### src/rtl/coram_block_sequencer_pkg.sv
// ---------------------------------------------------------------------------
// coram_block_sequencer_pkg
//   Shared definitions for the CoRAM block sequencer: opcode values, FSM
//   state encoding, command-word field offset helpers and the error reply.
// ---------------------------------------------------------------------------
package coram_block_sequencer_pkg;

  // Command opcodes (op field, top two bits of the command word).
  // Any opcode with bit 1 set (2 or 3) is rejected with the error word.
  localparam logic [1:0] OP_SUM   = 2'd0;
  localparam logic [1:0] OP_CLEAR = 2'd1;

  // FSM state encoding.
  localparam logic [2:0] IDLE  = 3'd0;
  localparam logic [2:0] FETCH = 3'd1;
  localparam logic [2:0] RUN   = 3'd2;
  localparam logic [2:0] DRAIN = 3'd3;
  localparam logic [2:0] REPLY = 3'd4;

  // Reply for a rejected opcode: all-ones, sliced down to the data width.
  localparam int         ERR_WORD_MAX_W = 64;
  localparam logic [63:0] ERR_WORD      = '1;

  // Command word layout, low to high: len [W_A-1:0], base [2W_A-1:W_A],
  // unused padding, op [W_D-1:W_D-2].
  function automatic int cmd_len_msb(input int w_a);
    return w_a - 1;
  endfunction

  function automatic int cmd_base_lsb(input int w_a);
    return w_a;
  endfunction

  function automatic int cmd_base_msb(input int w_a);
    return 2 * w_a - 1;
  endfunction

endpackage

### src/rtl/coram_block_sequencer_cmd_decode.sv
// ---------------------------------------------------------------------------
// coram_block_sequencer_cmd_decode
//   Purely combinational split of a channel command word.
//   Ports:
//     cmd_word  in   W_D  raw command word from the channel
//     op        out  2    opcode
//     base      out  W_A  first memory address
//     len       out  W_A  number of words to process
//     bad_op    out  1    opcode is neither SUM nor CLEAR
// ---------------------------------------------------------------------------
module coram_block_sequencer_cmd_decode
  import coram_block_sequencer_pkg::*;
#(
  parameter int W_A = 10,
  parameter int W_D = 32
) (
  input  logic [W_D-1:0] cmd_word,
  output logic [1:0]     op,
  output logic [W_A-1:0] base,
  output logic [W_A-1:0] len,
  output logic           bad_op
);

  assign op     = cmd_word[W_D-1 -: 2];
  assign base   = cmd_word[cmd_base_msb(W_A):cmd_base_lsb(W_A)];
  assign len    = cmd_word[cmd_len_msb(W_A):0];
  assign bad_op = op[1];

  // Bits between the base field and the opcode carry no meaning.
  if (W_D - 2 > 2 * W_A) begin : g_pad
    logic unused_pad;
    assign unused_pad = ^cmd_word[W_D-3:2*W_A];
  end

endmodule

### src/rtl/coram_block_sequencer.sv
// ---------------------------------------------------------------------------
// coram_block_sequencer
//   Drives one CoRAM single-port memory and one CoRAM channel. Pops a
//   command, runs a SUM or CLEAR over base..base+len-1 (addresses wrap
//   modulo 2^W_A) and pushes exactly one reply word per command.
//   Ports:
//     CLK, RST     clock, synchronous active-high reset
//     mem_addr     out  W_A  memory address (registered)
//     mem_d        out  W_D  memory write data (always 0; only CLEAR writes)
//     mem_we       out  1    memory write enable, high only in RUN of CLEAR
//     mem_q        in   W_D  read data, valid the cycle after mem_addr
//     comm_d       out  W_D  reply word
//     comm_enq     out  1    one-cycle reply push
//     comm_full    in   1    channel cannot take a reply
//     comm_q       in   W_D  command word, captured in FETCH (the cycle in
//                            which the registered comm_deq pulse is high)
//     comm_deq     out  1    one-cycle command pop
//     comm_empty   in   1    no command pending
//     busy         out  1    FSM is not in IDLE
//     cmd_count    out  16   completed commands, wrapping
// ---------------------------------------------------------------------------
module coram_block_sequencer
  import coram_block_sequencer_pkg::*;
#(
  parameter int W_A = 10,
  parameter int W_D = 32
) (
  input  logic           CLK,
  input  logic           RST,
  output logic [W_A-1:0] mem_addr,
  output logic [W_D-1:0] mem_d,
  output logic           mem_we,
  input  logic [W_D-1:0] mem_q,
  output logic [W_D-1:0] comm_d,
  output logic           comm_enq,
  input  logic           comm_full,
  input  logic [W_D-1:0] comm_q,
  output logic           comm_deq,
  input  logic           comm_empty,
  output logic           busy,
  output logic [15:0]    cmd_count
);

  if (W_D < 2 * W_A + 2) begin : g_width_check
    $error("coram_block_sequencer: W_D must be at least 2*W_A+2");
  end
  if (W_D > ERR_WORD_MAX_W) begin : g_err_width_check
    $error("coram_block_sequencer: W_D wider than the error word");
  end

  localparam logic [W_D-1:0] ERR_RESULT = ERR_WORD[W_D-1:0];

  // Decoded command fields (meaningful only in FETCH).
  logic [1:0]     cmd_op;
  logic [W_A-1:0] cmd_base;
  logic [W_A-1:0] cmd_len;
  logic           cmd_bad_op;

  coram_block_sequencer_cmd_decode #(
    .W_A (W_A),
    .W_D (W_D)
  ) u_cmd_decode (
    .cmd_word (comm_q),
    .op       (cmd_op),
    .base     (cmd_base),
    .len      (cmd_len),
    .bad_op   (cmd_bad_op)
  );

  // Internal state.
  logic [2:0]     state_q,    state_d;
  logic           is_clear_q, is_clear_d;
  logic [W_A-1:0] base_q,     base_d;
  logic [W_A-1:0] len_q,      len_d;
  logic [W_A-1:0] idx_q,      idx_d;
  logic [W_D-1:0] acc_q,      acc_d;
  logic [W_D-1:0] result_q,   result_d;
  logic           rd_valid_q, rd_valid_d;

  // Registered outputs.
  logic [W_A-1:0] mem_addr_q,  mem_addr_d;
  logic [W_D-1:0] mem_d_q,     mem_d_d;
  logic           mem_we_q,    mem_we_d;
  logic [W_D-1:0] comm_d_q,    comm_d_d;
  logic           comm_enq_q,  comm_enq_d;
  logic           comm_deq_q,  comm_deq_d;
  logic           busy_q,      busy_d;
  logic [15:0]    cmd_count_q, cmd_count_d;

  logic last_idx;
  assign last_idx = (idx_q == len_q - W_A'(1));

  always_comb begin
    state_d     = state_q;
    is_clear_d  = is_clear_q;
    base_d      = base_q;
    len_d       = len_q;
    idx_d       = idx_q;
    acc_d       = acc_q;
    result_d    = result_q;
    rd_valid_d  = 1'b0;
    mem_addr_d  = mem_addr_q;
    mem_d_d     = '0;
    mem_we_d    = mem_we_q;
    comm_d_d    = comm_d_q;
    comm_enq_d  = 1'b0;
    comm_deq_d  = 1'b0;
    cmd_count_d = cmd_count_q;

    // Read data returns one cycle after each SUM address, so the add
    // trails the address stream by one cycle.
    if (rd_valid_q) begin
      acc_d = acc_q + mem_q;
    end

    case (state_q)
      IDLE: begin
        if (!comm_empty) begin
          comm_deq_d = 1'b1;
          state_d    = FETCH;
        end
      end

      FETCH: begin
        is_clear_d = (cmd_op == OP_CLEAR);
        base_d     = cmd_base;
        len_d      = cmd_len;
        idx_d      = '0;
        acc_d      = '0;
        if (cmd_bad_op) begin
          result_d = ERR_RESULT;
          state_d  = REPLY;
        end else if (cmd_len == '0) begin
          result_d = '0;
          state_d  = REPLY;
        end else begin
          // Address and write enable are registered, so the first address
          // is loaded here to line up with the first RUN cycle.
          mem_addr_d = cmd_base;
          mem_we_d   = (cmd_op == OP_CLEAR);
          state_d    = RUN;
        end
      end

      RUN: begin
        rd_valid_d = !is_clear_q;
        if (last_idx) begin
          mem_we_d = 1'b0;
          if (is_clear_q) begin
            result_d = {{(W_D-W_A){1'b0}}, len_q};
            state_d  = REPLY;
          end else begin
            state_d  = DRAIN;
          end
        end else begin
          idx_d      = idx_q + W_A'(1);
          mem_addr_d = base_q + idx_q + W_A'(1);
        end
      end

      DRAIN: begin
        // Final read word arrives now; fold it straight into the result.
        result_d = acc_q + mem_q;
        state_d  = REPLY;
      end

      REPLY: begin
        if (!comm_full) begin
          comm_d_d    = result_q;
          comm_enq_d  = 1'b1;
          cmd_count_d = cmd_count_q + 16'd1;
          state_d     = IDLE;
        end
      end

      default: begin
        mem_we_d = 1'b0;
        state_d  = IDLE;
      end
    endcase

    busy_d = (state_d != IDLE);
  end

  always_ff @(posedge CLK) begin
    if (RST) begin
      state_q     <= IDLE;
      is_clear_q  <= 1'b0;
      base_q      <= '0;
      len_q       <= '0;
      idx_q       <= '0;
      acc_q       <= '0;
      result_q    <= '0;
      rd_valid_q  <= 1'b0;
      mem_addr_q  <= '0;
      mem_d_q     <= '0;
      mem_we_q    <= 1'b0;
      comm_d_q    <= '0;
      comm_enq_q  <= 1'b0;
      comm_deq_q  <= 1'b0;
      busy_q      <= 1'b0;
      cmd_count_q <= '0;
    end else begin
      state_q     <= state_d;
      is_clear_q  <= is_clear_d;
      base_q      <= base_d;
      len_q       <= len_d;
      idx_q       <= idx_d;
      acc_q       <= acc_d;
      result_q    <= result_d;
      rd_valid_q  <= rd_valid_d;
      mem_addr_q  <= mem_addr_d;
      mem_d_q     <= mem_d_d;
      mem_we_q    <= mem_we_d;
      comm_d_q    <= comm_d_d;
      comm_enq_q  <= comm_enq_d;
      comm_deq_q  <= comm_deq_d;
      busy_q      <= busy_d;
      cmd_count_q <= cmd_count_d;
    end
  end

  assign mem_addr  = mem_addr_q;
  assign mem_d     = mem_d_q;
  assign mem_we    = mem_we_q;
  assign comm_d    = comm_d_q;
  assign comm_enq  = comm_enq_q;
  assign comm_deq  = comm_deq_q;
  assign busy      = busy_q;
  assign cmd_count = cmd_count_q;

endmodule

### config.mk
export PLATFORM = sky130hd
export DESIGN_NAME = coram_block_sequencer
export DESIGN_NICKNAME = d
export VERILOG_FILES = /design/src/rtl/coram_block_sequencer_pkg.sv /design/src/rtl/coram_block_sequencer_cmd_decode.sv /design/src/rtl/coram_block_sequencer.sv
export SDC_FILE = /design/constraint.sdc
export NUM_CORES = 1
export LEC_CHECK = 0
export CAP_MARGIN = 20
export CORE_UTILIZATION = 52
export CTS_BUF_LIST = sky130_fd_sc_hd__clkbuf_4 sky130_fd_sc_hd__clkbuf_8 sky130_fd_sc_hd__clkbuf_16
export DETAILED_ROUTE_END_ITERATION = 6
export GPL_ROUTABILITY_DRIVEN = 0
export PLACE_DENSITY = 0.82
export SYNTH_ARGS = -nofsm -noshare
export SYNTH_HDL_FRONTEND = slang
export SYNTH_HIERARCHICAL = 1
export SYNTH_SLANG_ARGS = --single-unit
### constraint.sdc
create_clock -name CLK -period 9.6 [get_ports CLK]
set_clock_uncertainty 0.15 [all_clocks]
set_input_delay 1.92 -clock CLK [delete_from_list [all_inputs] [get_ports CLK]]
set_output_delay 1.92 -clock CLK [all_outputs]
set_load 0.01 [all_outputs]
== Word level (Yosys, flattened, before mapping) ==
Index checks and enable logic that the tools add are counted.

* Add/subtract/negate cells: 6
* Multipliers: 0
* Divide/modulo/power cells: 0
* Magnitude comparators: 0
* Equality and inequality tests: 12
* Shifts and indexed selects: 0
* Muxes and demuxes: 24
* Bitwise gates (word level): 5
* Reductions and logical operators: 16

{| class="wikitable"
|+ Operator list
! cell !! count
|-
| 32-bit two-way mux || 4
|-
| 32-bit one-hot mux with 3 select lines || 1
|-
| 10-bit two-way mux || 4
|-
| 10-bit one-hot mux with 2 select lines || 2
|-
| 32-bit adder || 1
|-
| 10-bit by 1-bit adder with 10-bit output, second input constant || 2
|-
| 3-bit two-way mux || 6
|-
| 16-bit by 1-bit adder with 16-bit output, second input constant || 1
|-
| 3-bit one-hot mux with 5 select lines || 1
|-
| 4-bit AND reduction || 3
|-
| 10-bit adder || 1
|-
| 10-bit equality test || 1
|-
| 10-bit logical NOT || 1
|-
| 2-bit inequality test, second input constant || 5
|-
| 10-bit by 1-bit subtractor with 10-bit output, second input constant || 1
|-
| 2-bit OR reduction || 4
|-
| 3-bit by 2-bit equality test with 1-bit output, second input constant || 2
|-
| 3-bit nonzero test || 2
|-
| 1-bit two-way mux || 5
|-
| 1-bit inverter || 5
|-
| 2-bit AND reduction || 2
|-
| 3-bit by 1-bit equality test with 1-bit output, second input constant || 1
|-
| 3-bit equality test, second input constant || 1
|-
| 3-bit logical NOT || 1
|-
| 6 further kinds || 6
|}

* Register bits after elaboration: 161
* Latch bits: 0
* RAM bits: 0
* Memory bits (read-only): 0
* Input bits: 68
* Word-level logic and storage cells: 78
* Memories: 0

== Longest topological paths before layout ==
Gate-level depths: netlist of the first run.

* Word-level depth: 5
* Mapped depth: 16
* Depth with buffers taken out: 13

== By module ==
The synthesis of the first run kept the hierarchy.

{| class="wikitable"
|+ By module, submodules not included
! module !! times used !! cells an instance !! area each (sq um) !! seq. area each (sq um)
|-
| coram_block_sequencer || 1 || 1090 || 8817.2 || 3223.1
|-
| coram_block_sequencer_cmd_decode || 1 || 23 || 172.7 || 0.0
|}

== Worst setup path before layout of the first run ==
Ideal clock, no wire load.

* Path type: in2reg
* Start: in mem_q[0]
* End: reg result_q[26]
* Arrival time: 4171 ps
* Data required time: 9314 ps
* Setup slack: 5143 ps
* Stages: 11
* Buffers on the path: 0
* Cell sequence: ha_1 > fa_1 > a21o_1 > a221oi_1 > o211a_1 > nor3b_1 > a211oi_1 > o21ai_0 > xor2_1 > a21oi_1 > nor3_2

* Cells in the longest elaborated chain, start to end: 2

{| class="wikitable"
|+ Ends and longest elaborated chain
! element !! RTL line !! source
|-
| from (decl) || coram_block_sequencer.sv:33 || <nowiki>input logic [W_D-1:0] mem_q,</nowiki>
|-
| 32-bit adder || coram_block_sequencer.sv:163 || <nowiki>result_d = acc_q + mem_q;</nowiki>
|-
| 32-bit one-hot mux with 3 select lines || coram_block_sequencer.sv:116 || <nowiki>case (state_q)</nowiki>
|-
| to (signal assigned) || coram_block_sequencer.sv:210 || <nowiki>result_q <= result_d;</nowiki>
|-
| to (decl) || coram_block_sequencer.sv:77 || <nowiki>logic [W_D-1:0] result_q, result_d;</nowiki>
|}

No other way between the ends.
A chain may end at the register's enable or synchronous reset.

== Worst setup path after layout of the first run ==
Same ends and word-level chain as after synthesis.

==> results of run 1 <==
-- power breakdown --
part / total [mW] / internal, mW / leakage (nW) / switching, mW
registers: 0.713 / 0.692 / 1.30 / 0.0215
clock network: 0.659 / 0.369 / 0.277 / 0.291
logic: 0.231 / 0.0974 / 2.50 / 0.133
-- cells by family after synthesis --
| logic type | share of synthesized area |
|---|---|
| AO/OA/AOI/OAI | 0.1641 |
| flip-flops | 0.3585 |
| other | 0.0004171 |
| AND/OR/NAND/NOR | 0.2157 |
| buffers and inverters | 0.08184 |
| adder cells (fa/ha/maj) | 0.06430 |
| multiplexers | 0.05136 |
| XOR/XNOR | 0.06375 |
-- flip-flops by register name, summed over array words and instances, names as in the netlist --
signal	flops
acc_q	32
comm_d	32
result_q	32
cmd_count	16
base_q	10
idx_q	10
len_q	10
mem_addr	10
state_q	3
busy	1
comm_deq	1
comm_enq	1
is_clear_q	1
mem_we	1
rd_valid_q	1
-- cells in the final DEF (no fill, tap or decap), drive strengths merged, types with 4 or more instances in the layout --
cell type / Yosys / layout
o21bai: 4 / 4
nand2b: 13 / 13
xor2: 35 / 35
nor3: 41 / 41
nand4: 10 / 10
o22ai: 5 / 5
ha: 43 / 43
buf: 69 / 7
clkdlybuf4s50: 0 / 118
conb: 1 / 32
a21o: 16 / 16
clkbuf: 48 / 18
and3: 8 / 8
nand3b: 4 / 4
nor4: 4 / 4
mux2i: 45 / 45
or2: 5 / 5
nand2: 155 / 155
a211oi: 16 / 16
nor2: 142 / 142
clkinv: 0 / 5
nand3: 24 / 24
xnor2: 27 / 27
inv: 12 / 17
o31ai: 4 / 4
dfxtp: 161 / 161
a31oi: 10 / 10
or3: 9 / 9
a21oi: 125 / 125
o21ai: 36 / 36
-- how the worst max path moves through the flow --
stage                     startpoint  depth (start not counted)                        end
after floorplan             mem_q[0]                         11  result_q[26]$_SDFFE_PP0P_
after global placement      mem_q[0]                         12  result_q[26]$_SDFFE_PP0P_
after detailed placement    mem_q[0]                         12  result_q[26]$_SDFFE_PP0P_
after CTS                   mem_q[0]                         12  result_q[26]$_SDFFE_PP0P_
after global routing        mem_q[4]                         11  result_q[29]$_SDFFE_PP0P_
final                       mem_q[0]                         12  result_q[26]$_SDFFE_PP0P_
-- through the flow --
| step | area (sq um) | hold WS [ns] |
|---|---|---|
| 4_1_cts | 10500 | 0.3064 |
| 2_1_floorplan | 9106 | 0.2812 |
| 3_5_place_dp | 9933 | 0.2972 |
| 6_report | 10500 | 0.3022 |
| 5_1_grt | 10500 | 0.3224 |
| 3_3_place_gp | 9933 | 0.2877 |
-- critical path, cell delays in order --
cell and delay, ns:
clkdlybuf4s50_1 0.42, ha_1 0.24, fa_1 0.41, a21o_1 0.19, a221oi_1 0.49, o211a_1 0.28
nor3b_1 0.11, a211oi_1 0.39, o21ai_0 0.17, xor2_1 0.38, a21oi_1 0.14, nor3_2 0.18
-- final cells by class --
class	instances	area share
flip-flops and latches	161	0.3070
clock inverters	13	0.01239
multi-input cells	854	0.4908
clock buffers	18	0.04182
repair buffers	125	0.1175
inverters	12	0.004289
well taps	220	0.02621
-- layer usage --
layer | track usage | vias to the layer above | part of all wire
met5 | 0 | - | 0
met4 | 0.09722 | 0 | 0.024
met3 | 0.03577 | 41 | 0.065
met2 | 0.3681 | 294 | 0.44
met1 | 0.3469 | 3621 | 0.47
li1 | - | 3890 | -
==> reports/qor.json, run 1 <==
{
  "maximum_number_of_pins_on_one_net_before_global_route_repair": 80,
  "dp_worst_setup_slack_ns": 4.167,
  "r2r_slack_ns": 6.13,
  "synth_seq_area_share": 0.3585,
  "power.leakage_nw": 4.078,
  "dr_total_vias": 7846,
  "crit_path_start_kind": "primary input",
  "status": "completed",
  "worst_hold_path_type": "register to register",
  "data_arrival_time_of_the_worst_path_ns": 5.31,
  "finish.net_count": 1284,
  "area_growth_syn_to_layout_pct": 16.83,
  "synthesis.area_per_instance_sq_um": 8.077,
  "criticalPathCategory": "primary input to register",
  "synth_top_cells_by_count": "161 x dfxtp_1, 155 x nand2_1, 142 x nor2_1",
  "fin_setup_tns_ns": 0,
  "cts-hold-fix-buffers": 0,
  "layout_cells_sized_above_1": 0.06086,
  "timing_hold_violations_final": 0,
  "tritoncts_num_sinks": 161,
  "detailedRoute.firstPassIterationCount": 5,
  "clkSlewWorstSetupHoldPaths_ns": 0.06,
  "placedCellCount": 1372,
  "estimated_wirelength_of_the_detail_placed_design_um": 15360,
  "netlist_top_cells_area": "dfxtp_1 36%, a21oi_1 7.0%, nand2_1 6.5%, ha_1 6.0%, nor2_1 5.9%",
  "dieWidth_um": 133.5,
  "floorplan.die.height_um": 133.5,
  "power_density_nw_per_um2": 152.7,
  "pin_count": 162,
  "cts_buffers": 17,
  "groute.usage.overall": 0.2434,
  "timing.max_slew.rel_slack": 0.2922,
  "worst_r2r_start": "acc_q[0]$_SDFFE_PP0P_",
  "synth_largest_area_cell": "dfxtp_1",
  "drt-initial-drc-count": 590,
  "grt_pass1_wl_um": 34960,
  "instances_no_fill": 1403,
  "grt_setup_unrepaired": "no",
  "final_critical_path_share_of_the_clock_period": 0.5321,
  "clockRootBuffer": "clkbuf_16",
  "fillCellCount": 1459,
  "overflow": 0,
  "post_synth_instance_area_sq_um": 8990,
  "max_cap_viol_count": 0,
  "holdPathStages": 2,
  "worstMarginPinSlew_ns": 1.062,
  "route.final.wire_length_um": 21350,
  "setup_viol_count_final": 0,
  "max_clock_freq_mhz": 195.8,
  "max-vdd-ir-drop_uv": 138.5,
  "placementRows": 47,
  "multi_input_comb_area_sq_um": 5155,
  "initial_utilization": 0.5364,
  "reg2reg_depth": 11,
  "hold_path_startpoint": "result_q[17]$_SDFFE_PP0P_",
  "max-clock-path-buffers": 2,
  "remaining_drc_errors": 0,
  "total_power_mw": 1.604,
  "cts.repair.resized": 0,
  "postCtsSetupBuffers": 0,
  "clock_latency_ns": 0.42,
  "postSynth.topFlopCell": "dfxtp_1",
  "portBuffers": 119,
  "grt_antenna_before_repair": 0,
  "synthArstFlopShare": 0,
  "synthesis_stage_register_bit_count": 161,
  "total_number_of_h_tree_levels": 4,
  "syn_inst": 1113,
  "worst_slack_ns": 4.491,
  "final-seq-area_sq_um": 3224,
  "crit_path_end_kind": "register",
  "synth_enable_flop_cells": 0,
  "ant_nets": 0,
  "drt-wirelength-per-cell_um": 15.22,
  "period_minus_slack_ns": 5.109,
  "cts_tree": "done",
  "rr_endpoint": "result_q[26]$_SDFFE_PP0P_",
  "yosysMostFrequentCell": "dfxtp_1",
  "worstPathMaxFanout": 4,
  "yosys.cell_types.count": 64,
  "num_antenna_cells": 0,
  "avgViaCountPerCell": 5.592,
  "timing.hold.worst_endpoint": "comm_d[17]$_SDFFE_PP0P_",
  "timing.final.max_slew_violations": 0,
  "synthesis.yosys.warnings": 6,
  "worst_ep_required_time_ns": 9.80,
  "finish.utilization": 0.6267,
  "via_count_of_the_first_global_routing_pass": 7167,
  "coreArea_sq_um": 16760,
  "dieArea_sq_um": 17820,
  "yosys.area.top_type_share": 0.3585
}
Note: power is estimated with default switching activity, not from simulation.
==> run 2: changes to the inputs <==
==> constraint.sdc (replaced) <==
create_clock -name CLK -period 5.1 [get_ports CLK]
set_clock_uncertainty 0.15 [all_clocks]
set_input_delay 1.02 -clock CLK [delete_from_list [all_inputs] [get_ports CLK]]
set_output_delay 1.02 -clock CLK [all_outputs]
set_load 0.01 [all_outputs]
==> reports/qor.json, run 2 (synthesis gave the netlist of run 1 again) <==
{
  "crit_path_end_kind": "register",
  "grt_setup_unrepaired": "no",
  "clkSlewWorstSetupHoldPaths": {"value": 0.07, "unit": "ns", "change": "about the same"},
  "critPathLaunch": "mem_q[0]",
  "cts.repair.resized": {"value": 0, "change": "unchanged"},
  "data_arrival_time_of_the_worst_path": {"value": 4.48, "unit": "ns", "change": "-0.83 ns"},
  "cts-hold-fix-buffers": {"value": 0, "change": "unchanged"},
  "initial_utilization": {"value": 0.5364, "change": "unchanged"},
  "coreArea": {"value": 16760, "unit": "sq um", "change": "unchanged"},
  "holdPathStages": {"value": 2, "change": "unchanged"},
  "dieArea": {"value": 17820, "unit": "sq um", "change": "unchanged"},
  "cp_num_buf_inv": {"value": 1, "change": "unchanged"},
  "max-vdd-ir-drop": {"value": 233.8, "unit": "uV", "change": "+69%"},
  "postPlaceCellArea": {"value": 9933, "unit": "sq um", "change": "unchanged"},
  "max_cap_viol_count": {"value": 0, "change": "unchanged"},
  "layout_cells_sized_above_1": {"value": 0.06166, "change": "+0.0007932"},
  "floorplan.die.height": {"value": 133.5, "unit": "um", "change": "unchanged"},
  "setup_viol_count_final": {"value": 0, "change": "unchanged"},
  "final_common_cell": "dfxtp_1",
  "status": "completed",
  "postCtsSetupBuffers": {"value": 0, "change": "unchanged"},
  "timing_hold_violations_final": {"value": 0, "change": "unchanged"},
  "clockRootBuffer": "clkbuf_16",
  "timing.hold.worst_endpoint": "comm_d[30]$_SDFFE_PP0P_",
  "remaining_drc_errors": {"value": 0, "change": "unchanged"},
  "drt-initial-drc-count": {"value": 631, "change": "+6.9%"},
  "rr_endpoint": "result_q[26]$_SDFFE_PP0P_",
  "max-clock-path-buffers": {"value": 2, "change": "unchanged"},
  "portBuffers": {"value": 119, "change": "unchanged"},
  "num_antenna_cells": {"value": 0, "change": "unchanged"},
  "tritoncts_num_sinks": {"value": 161, "change": "unchanged"},
  "cts_tree": "done",
  "placementRows": {"value": 47, "change": "unchanged"},
  "maximum_number_of_pins_on_one_net_before_global_route_repair": {"value": 83, "change": "+3.8%"},
  "worstPathMaxFanout": {"value": 4, "change": "unchanged"},
  "grt_pass1_wl": {"value": 34830, "unit": "um", "change": "-0.37%"},
  "total_number_of_h_tree_levels": {"value": 4, "change": "unchanged"},
  "criticalPathCategory": "primary input to register",
  "worstMarginPinSlew": {"value": 1.037, "unit": "ns", "change": "-0.02493 ns"},
  "top_signal_layer_used": "met4",
  "dieWidth": {"value": 133.5, "unit": "um", "change": "unchanged"},
  "avgViaCountPerCell": {"value": 5.578, "change": "-0.26%"},
  "cts_buffers": {"value": 17, "change": "unchanged"},
  "path_cells": "clkdlybuf4s50_1, ha_1, fa_1, a21o_1, a221oi_1, o211a_1, nor3b_1, a211oi_1, o21ai_0, xor2_1, a21oi_1, nor3_2",
  "detailroute.wirelength.met2": {"value": 9668, "unit": "um", "change": "+2.9%"},
  "overflow": {"value": 0, "change": "unchanged"},
  "pin_count": {"value": 162, "change": "unchanged"},
  "dr_total_vias": {"value": 7831, "change": "-0.19%"},
  "worst_ep_required_time": {"value": 5.30, "unit": "ns", "change": "-4.50 ns"},
  "clock_latency": {"value": 0.43, "unit": "ns", "change": "about the same"},
  "via_count_of_the_first_global_routing_pass": {"value": 7067, "change": "-1.4%"},
  "layout.cells.most_common_list": "160 x dfxtp_1, 155 x nand2_1, 141 x nor2_1, 125 x a21oi_1, 118 x clkdlybuf4s50_1",
  "critPathSlowestCell": "a221oi_1",
  "ant_nets": {"value": 0, "change": "unchanged"},
  "reg2reg_depth": {"value": 11, "change": "unchanged"},
  "worst_hold_path_type": "register to register",
  "fillCellCount": {"value": 1441, "change": "-1.2%"},
  "groute.usage.overall": {"value": 0.2428, "change": "-0.0006325"},
  "estimated_wirelength_of_the_detail_placed_design": {"value": 15230, "unit": "um", "change": "-0.83%"},
  "grt_antenna_before_repair": {"value": 0, "change": "unchanged"},
  "hold_path_startpoint": "result_q[30]$_SDFFE_PP0P_",
  "delay_contributed_by_the_slowest_stage_of_the_critical_path": {"value": 0.55, "unit": "ns", "change": "+0.06 ns"},
  "r2r_slack": {"value": 1.53, "unit": "ns", "change": "-4.60 ns"},
  "drt-wirelength-per-cell": {"value": 15.27, "unit": "um", "change": "+0.33%"},
  "worst_r2r_start": "acc_q[0]$_SDFFE_PP0P_",
  "hold_slack": {"value": 0.2980, "unit": "ns", "change": "-0.004224 ns"},
  "period_minus_slack_ns": 4.272,
  "timing.final.max_slew_violations": {"value": 0, "change": "unchanged"},
  "final_critical_path_share_of_the_clock_period": 0.8376,
  "area_growth_syn_to_layout_pct": 17.45,
  "crit_path_start_kind": "primary input",
  "finish.net_count": {"value": 1284, "change": "unchanged"},
  "detailedRoute.firstPassIterationCount": {"value": 5, "change": "unchanged"},
  "routedLengthMet1": {"value": 10010, "unit": "um", "change": "-0.41%"},
  "route.met3.wl": {"value": 1415, "unit": "um", "change": "+1.2%"},
  "power_density": {"value": 295.9, "unit": "nW/um^2", "change": "+94%"},
  "max_clock_freq_mhz": 234.1,
  "timing.max_slew.rel_slack": {"value": 0.3088, "change": "+0.01662"},
  "route.final.wire_length": {"value": 21440, "unit": "um", "change": "+0.40%"},
  "power.leakage": {"value": 4.107, "unit": "nW", "change": "+0.71%"},
  "total_power": {"value": 3.124, "unit": "mW", "change": "+95%"},
  "final_cell_area": {"value": 10560, "unit": "sq um", "change": "+0.54%"},
  "fin_setup_tns": {"value": 0, "unit": "ns", "change": "unchanged"},
  "critical-path-top-delay-family": "compound AO/OA/AOI/OAI gates"
}
==> run 2: area by class of cell <==
| class | instances | area, sq um | area share |
|---|---|---|---|
| Timing Repair Buffer | 125 | 1234 | 0.1168 |
| Multi-Input combinational cell | 854 | 5155 | 0.4882 |
| Clock buffer | 18 | 439.2 | 0.04159 |
| Tap cell | 220 | 275.3 | 0.02607 |
| Clock inverter | 14 | 186.4 | 0.01766 |
| Sequential cell | 161 | 3224 | 0.3054 |
| Inverter | 12 | 45.04 | 0.004266 |
==> run 2: worst max path at each step <==
stage / slack [ns] / end / cells past startpoint
2_1_floorplan: 1.54 / result_q[26]$_SDFFE_PP0P_ / 11
3_3_place_gp: 0.62 / result_q[26]$_SDFFE_PP0P_ / 12
3_5_place_dp: 0.53 / result_q[26]$_SDFFE_PP0P_ / 12
4_1_cts: 0.96 / result_q[26]$_SDFFE_PP0P_ / 12
5_1_grt: 0.71 / result_q[26]$_SDFFE_PP0P_ / 12
6_report: 0.83 / result_q[26]$_SDFFE_PP0P_ / 12
==> run 2: power breakdown <==
part	total [mW]	internal (mW)	switching, mW
logic	0.436	0.183	0.253
registers	1.34	1.30	0.0403
clock network	1.35	0.764	0.582
==> run 2: per-layer routing <==
metal	global-route usage	vias up
met1	0.3424	3625
met5	0	-
met2	0.3793	289
met3	0.03995	28
li1	-	3889
met4	0.07260	0
==> run 2: tightest hold or removal path: cells and delay by family (launching register included) <==
family          cells  cell delay [ns]
flops               1             0.31
simple gates        1             0.05
compound gates      1             0.05
==> run 2: per-stage QoR <==
stage / util / worst slack [ns] / cells
2_1_floorplan: - / 1.543 / 1144
3_3_place_gp: 0.5927 / 0.6217 / 1372
3_5_place_dp: 0.5927 / 0.5286 / 1372
4_1_cts: 0.6300 / 0.9630 / 1404
5_1_grt: 0.6300 / 0.7096 / 1404
6_report: 0.6300 / 0.8283 / 1404
==> run 3: changes to the inputs <==
--- a/config.mk
+++ b/config.mk
@@ -6,11 +6,11 @@
 export NUM_CORES = 1
 export LEC_CHECK = 0
 export CAP_MARGIN = 20
-export CORE_UTILIZATION = 52
+export CORE_UTILIZATION = 48
 export CTS_BUF_LIST = sky130_fd_sc_hd__clkbuf_4 sky130_fd_sc_hd__clkbuf_8 sky130_fd_sc_hd__clkbuf_16
 export DETAILED_ROUTE_END_ITERATION = 6
 export GPL_ROUTABILITY_DRIVEN = 0
-export PLACE_DENSITY = 0.82
+export PLACE_DENSITY = 0.8
 export SYNTH_ARGS = -nofsm -noshare
 export SYNTH_HDL_FRONTEND = slang
 export SYNTH_HIERARCHICAL = 1
==> constraint.sdc (replaced) <==
create_clock -name CLK -period 3.9 [get_ports CLK]
set_clock_uncertainty 0.15 [all_clocks]
set_input_delay 0.78 -clock CLK [delete_from_list [all_inputs] [get_ports CLK]]
set_output_delay 0.78 -clock CLK [all_outputs]
set_load 0.01 [all_outputs]
==> reports/qor.json, run 3 (synthesis gave the netlist of run 1 again) <==
{
  "worst_ep_required_time": {"value": 4.10, "unit": "ns", "change": "-1.20 ns"},
  "worst_slack": {"value": 0.2234, "unit": "ns", "change": "-0.6049 ns"},
  "via_count_of_the_first_global_routing_pass": {"value": 7582, "change": "+7.3%"},
  "criticalPathCategory": "primary input to register",
  "dieWidth": {"value": 138.9, "unit": "um", "change": "+4.0%"},
  "timing.hold.worst_endpoint": "comm_d[22]$_SDFFE_PP0P_",
  "timing.max_slew.rel_slack": {"value": 0.2917, "change": "-0.01709"},
  "failing_checks": "design-rule violations",
  "dp_worst_setup_slack": {"value": -0.1353, "unit": "ns", "change": "-0.6639 ns"},
  "r2r_slack": {"value": 0.47, "unit": "ns", "change": "-1.06 ns"},
  "max-clock-path-buffers": {"value": 2, "change": "unchanged"},
  "overflow": {"value": 0, "change": "unchanged"},
  "layout.cells.most_common_list": "160 x dfxtp_1, 155 x nand2_1, 141 x nor2_1, 125 x a21oi_1, 118 x clkdlybuf4s50_1",
  "initial_utilization": {"value": 0.4954, "change": "-0.04101"},
  "clock_latency": {"value": 0.43, "unit": "ns", "change": "about the same"},
  "portBuffers": {"value": 119, "change": "unchanged"},
  "finish.net_count": {"value": 1309, "change": "+1.9%"},
  "drt-initial-drc-count": {"value": 638, "change": "+1.1%"},
  "grt_antenna_before_repair": {"value": 0, "change": "unchanged"},
  "max_cap_viol_count": {"value": 0, "change": "unchanged"},
  "hold_path_startpoint": "result_q[22]$_SDFFE_PP0P_",
  "num_antenna_cells": {"value": 0, "change": "unchanged"},
  "detailedRoute.firstPassIterationCount": {"value": 7, "change": "+2"},
  "placementRows": {"value": 49, "change": "+4.3%"},
  "worst_hold_path_type": "register to register",
  "max-vdd-ir-drop": {"value": 350.8, "unit": "uV", "change": "+50%"},
  "layout_cells_sized_above_1": {"value": 0.07954, "change": "+0.01788"},
  "total_number_of_h_tree_levels": {"value": 4, "change": "unchanged"},
  "coreArea": {"value": 18150, "unit": "sq um", "change": "+8.3%"},
  "data_arrival_time_of_the_worst_path": {"value": 3.88, "unit": "ns", "change": "-0.60 ns"},
  "tritoncts_num_sinks": {"value": 161, "change": "unchanged"},
  "postCtsSetupBuffers": {"value": 0, "change": "unchanged"},
  "rr_endpoint": "mem_addr[2]$_SDFFE_PP0P_",
  "remaining_drc_errors": {"value": 8, "change": "+8"},
  "final_critical_path_share_of_the_clock_period": 0.9427,
  "crit_path_end_kind": "register",
  "timing_hold_violations_final": {"value": 0, "change": "unchanged"},
  "timing.final.max_slew_violations": {"value": 0, "change": "unchanged"},
  "worstPathMaxFanout": {"value": 3, "change": "-1"},
  "hold_slack": {"value": 0.3014, "unit": "ns", "change": "+0.003396 ns"},
  "fin_setup_tns": {"value": 0, "unit": "ns", "change": "unchanged"},
  "pin_count": {"value": 162, "change": "unchanged"},
  "worstMarginPinSlew": {"value": 1.062, "unit": "ns", "change": "+0.02563 ns"},
  "avgViaCountPerCell": {"value": 5.487, "change": "-1.6%"},
  "cts_buffers": {"value": 17, "change": "unchanged"},
  "setup_viol_count_final": {"value": 0, "change": "unchanged"},
  "crit_path_start_kind": "primary input",
  "dr_total_vias": {"value": 7879, "change": "+0.61%"},
  "groute.usage.overall": {"value": 0.2367, "change": "-0.006027"},
  "power.leakage": {"value": 4.214, "unit": "nW", "change": "+2.6%"},
  "area_growth_syn_to_layout_pct": 19.43,
  "grt_setup_unrepaired": "no",
  "holdPathStages": {"value": 2, "change": "unchanged"},
  "power_density": {"value": 377.5, "unit": "nW/um^2", "change": "+28%"},
  "cts.repair.resized": {"value": 0, "change": "unchanged"},
  "route.final.wire_length": {"value": 22210, "unit": "um", "change": "+3.6%"},
  "reg2reg_depth": {"value": 10, "change": "-1"},
  "max_clock_freq_mhz": 272.0,
  "grt_pass1_wl": {"value": 37130, "unit": "um", "change": "+6.6%"},
  "drt-wirelength-per-cell": {"value": 15.47, "unit": "um", "change": "+1.3%"},
  "status": "finished with violations",
  "clockRootBuffer": "clkbuf_16",
  "cts-hold-fix-buffers": {"value": 0, "change": "unchanged"},
  "ant_nets": {"value": 0, "change": "unchanged"},
  "period_minus_slack_ns": 3.677,
  "estimated_wirelength_of_the_detail_placed_design": {"value": 16020, "unit": "um", "change": "+5.2%"},
  "floorplan.die.height": {"value": 138.9, "unit": "um", "change": "+4.0%"},
  "maximum_number_of_pins_on_one_net_before_global_route_repair": {"value": 67, "change": "-19%"},
  "clkSlewWorstSetupHoldPaths": {"value": 0.06, "unit": "ns", "change": "about the same"},
  "dieArea": {"value": 19280, "unit": "sq um", "change": "+8.2%"},
  "worst_r2r_start": "len_q[0]$_SDFFE_PP0P_",
  "final_common_cell": "dfxtp_1",
  "cts_tree": "done"
}
==> run 3: layer usage <==
| layer | part of all wire | vias to the layer above | global-route usage | wire [um] |
|---|---|---|---|---|
| li1 | - | 3927 | - | - |
| met1 | 0.47 | 3639 | 0.3221 | 10330 |
| met2 | 0.44 | 277 | 0.3658 | 9870 |
| met3 | 0.065 | 36 | 0.04903 | 1452 |
| met4 | 0.025 | 0 | 0.09591 | 555 |
| met5 | 0 | - | 0 | 0 |
==> run 3: cell type report <==
type	count	area, sq um
repair buffers	150	1434
fillers	1624	7411
inverters	12	45.04
multi-input cells	854	5155
clock buffers	20	454.2
flip-flops and latches	161	3224
clock inverters	10	137.6
well taps	229	286.5
==> run 3: through the flow <==
step,std cells,utilization,power [mW],cell area (sq um)
5_1_grt,1436,0.5916,4.220,10740
6_report,1436,0.5916,4.053,10740
4_1_cts,1436,0.5916,4.066,10740
3_3_place_gp,1406,0.5590,2.358,10140
3_5_place_dp,1406,0.5590,2.371,10140
2_1_floorplan,1144,-,2.202,9106
==> run 3: how the worst max path moves through the flow <==
stage,cells after the start,startpoint,endpoint,slack (ns)
after floorplan,11,mem_q[0],result_q[26]$_SDFFE_PP0P_,0.58
after global placement,12,mem_q[0],result_q[28]$_SDFFE_PP0P_,-0.09
after detailed placement,12,mem_q[0],result_q[16]$_SDFFE_PP0P_,-0.14
after CTS,12,mem_q[0],result_q[16]$_SDFFE_PP0P_,0.29
after global routing,12,mem_q[0],result_q[26]$_SDFFE_PP0P_,0.01
final,12,mem_q[0],result_q[16]$_SDFFE_PP0P_,0.22
==> run 3: worst max-delay path: stages <==
cell,delay (ns)
clkdlybuf4s50_1,0.44
ha_1,0.25
fa_1,0.43
a21o_1,0.20
a221oi_1,0.38
o211a_1,0.26
nor3b_1,0.09
buf_4,0.15
a311oi_1,0.37
xnor2_1,0.21
a21oi_1,0.11
nor3_1,0.21
==> run 3: report_power, final <==
group / leakage, nW / total, mW / internal, mW / switching, mW
logic: 2.62 / 0.590 / 0.258 / 0.333
registers: 1.30 / 1.76 / 1.70 / 0.0550
clock network: 0.289 / 1.70 / 1.03 / 0.676
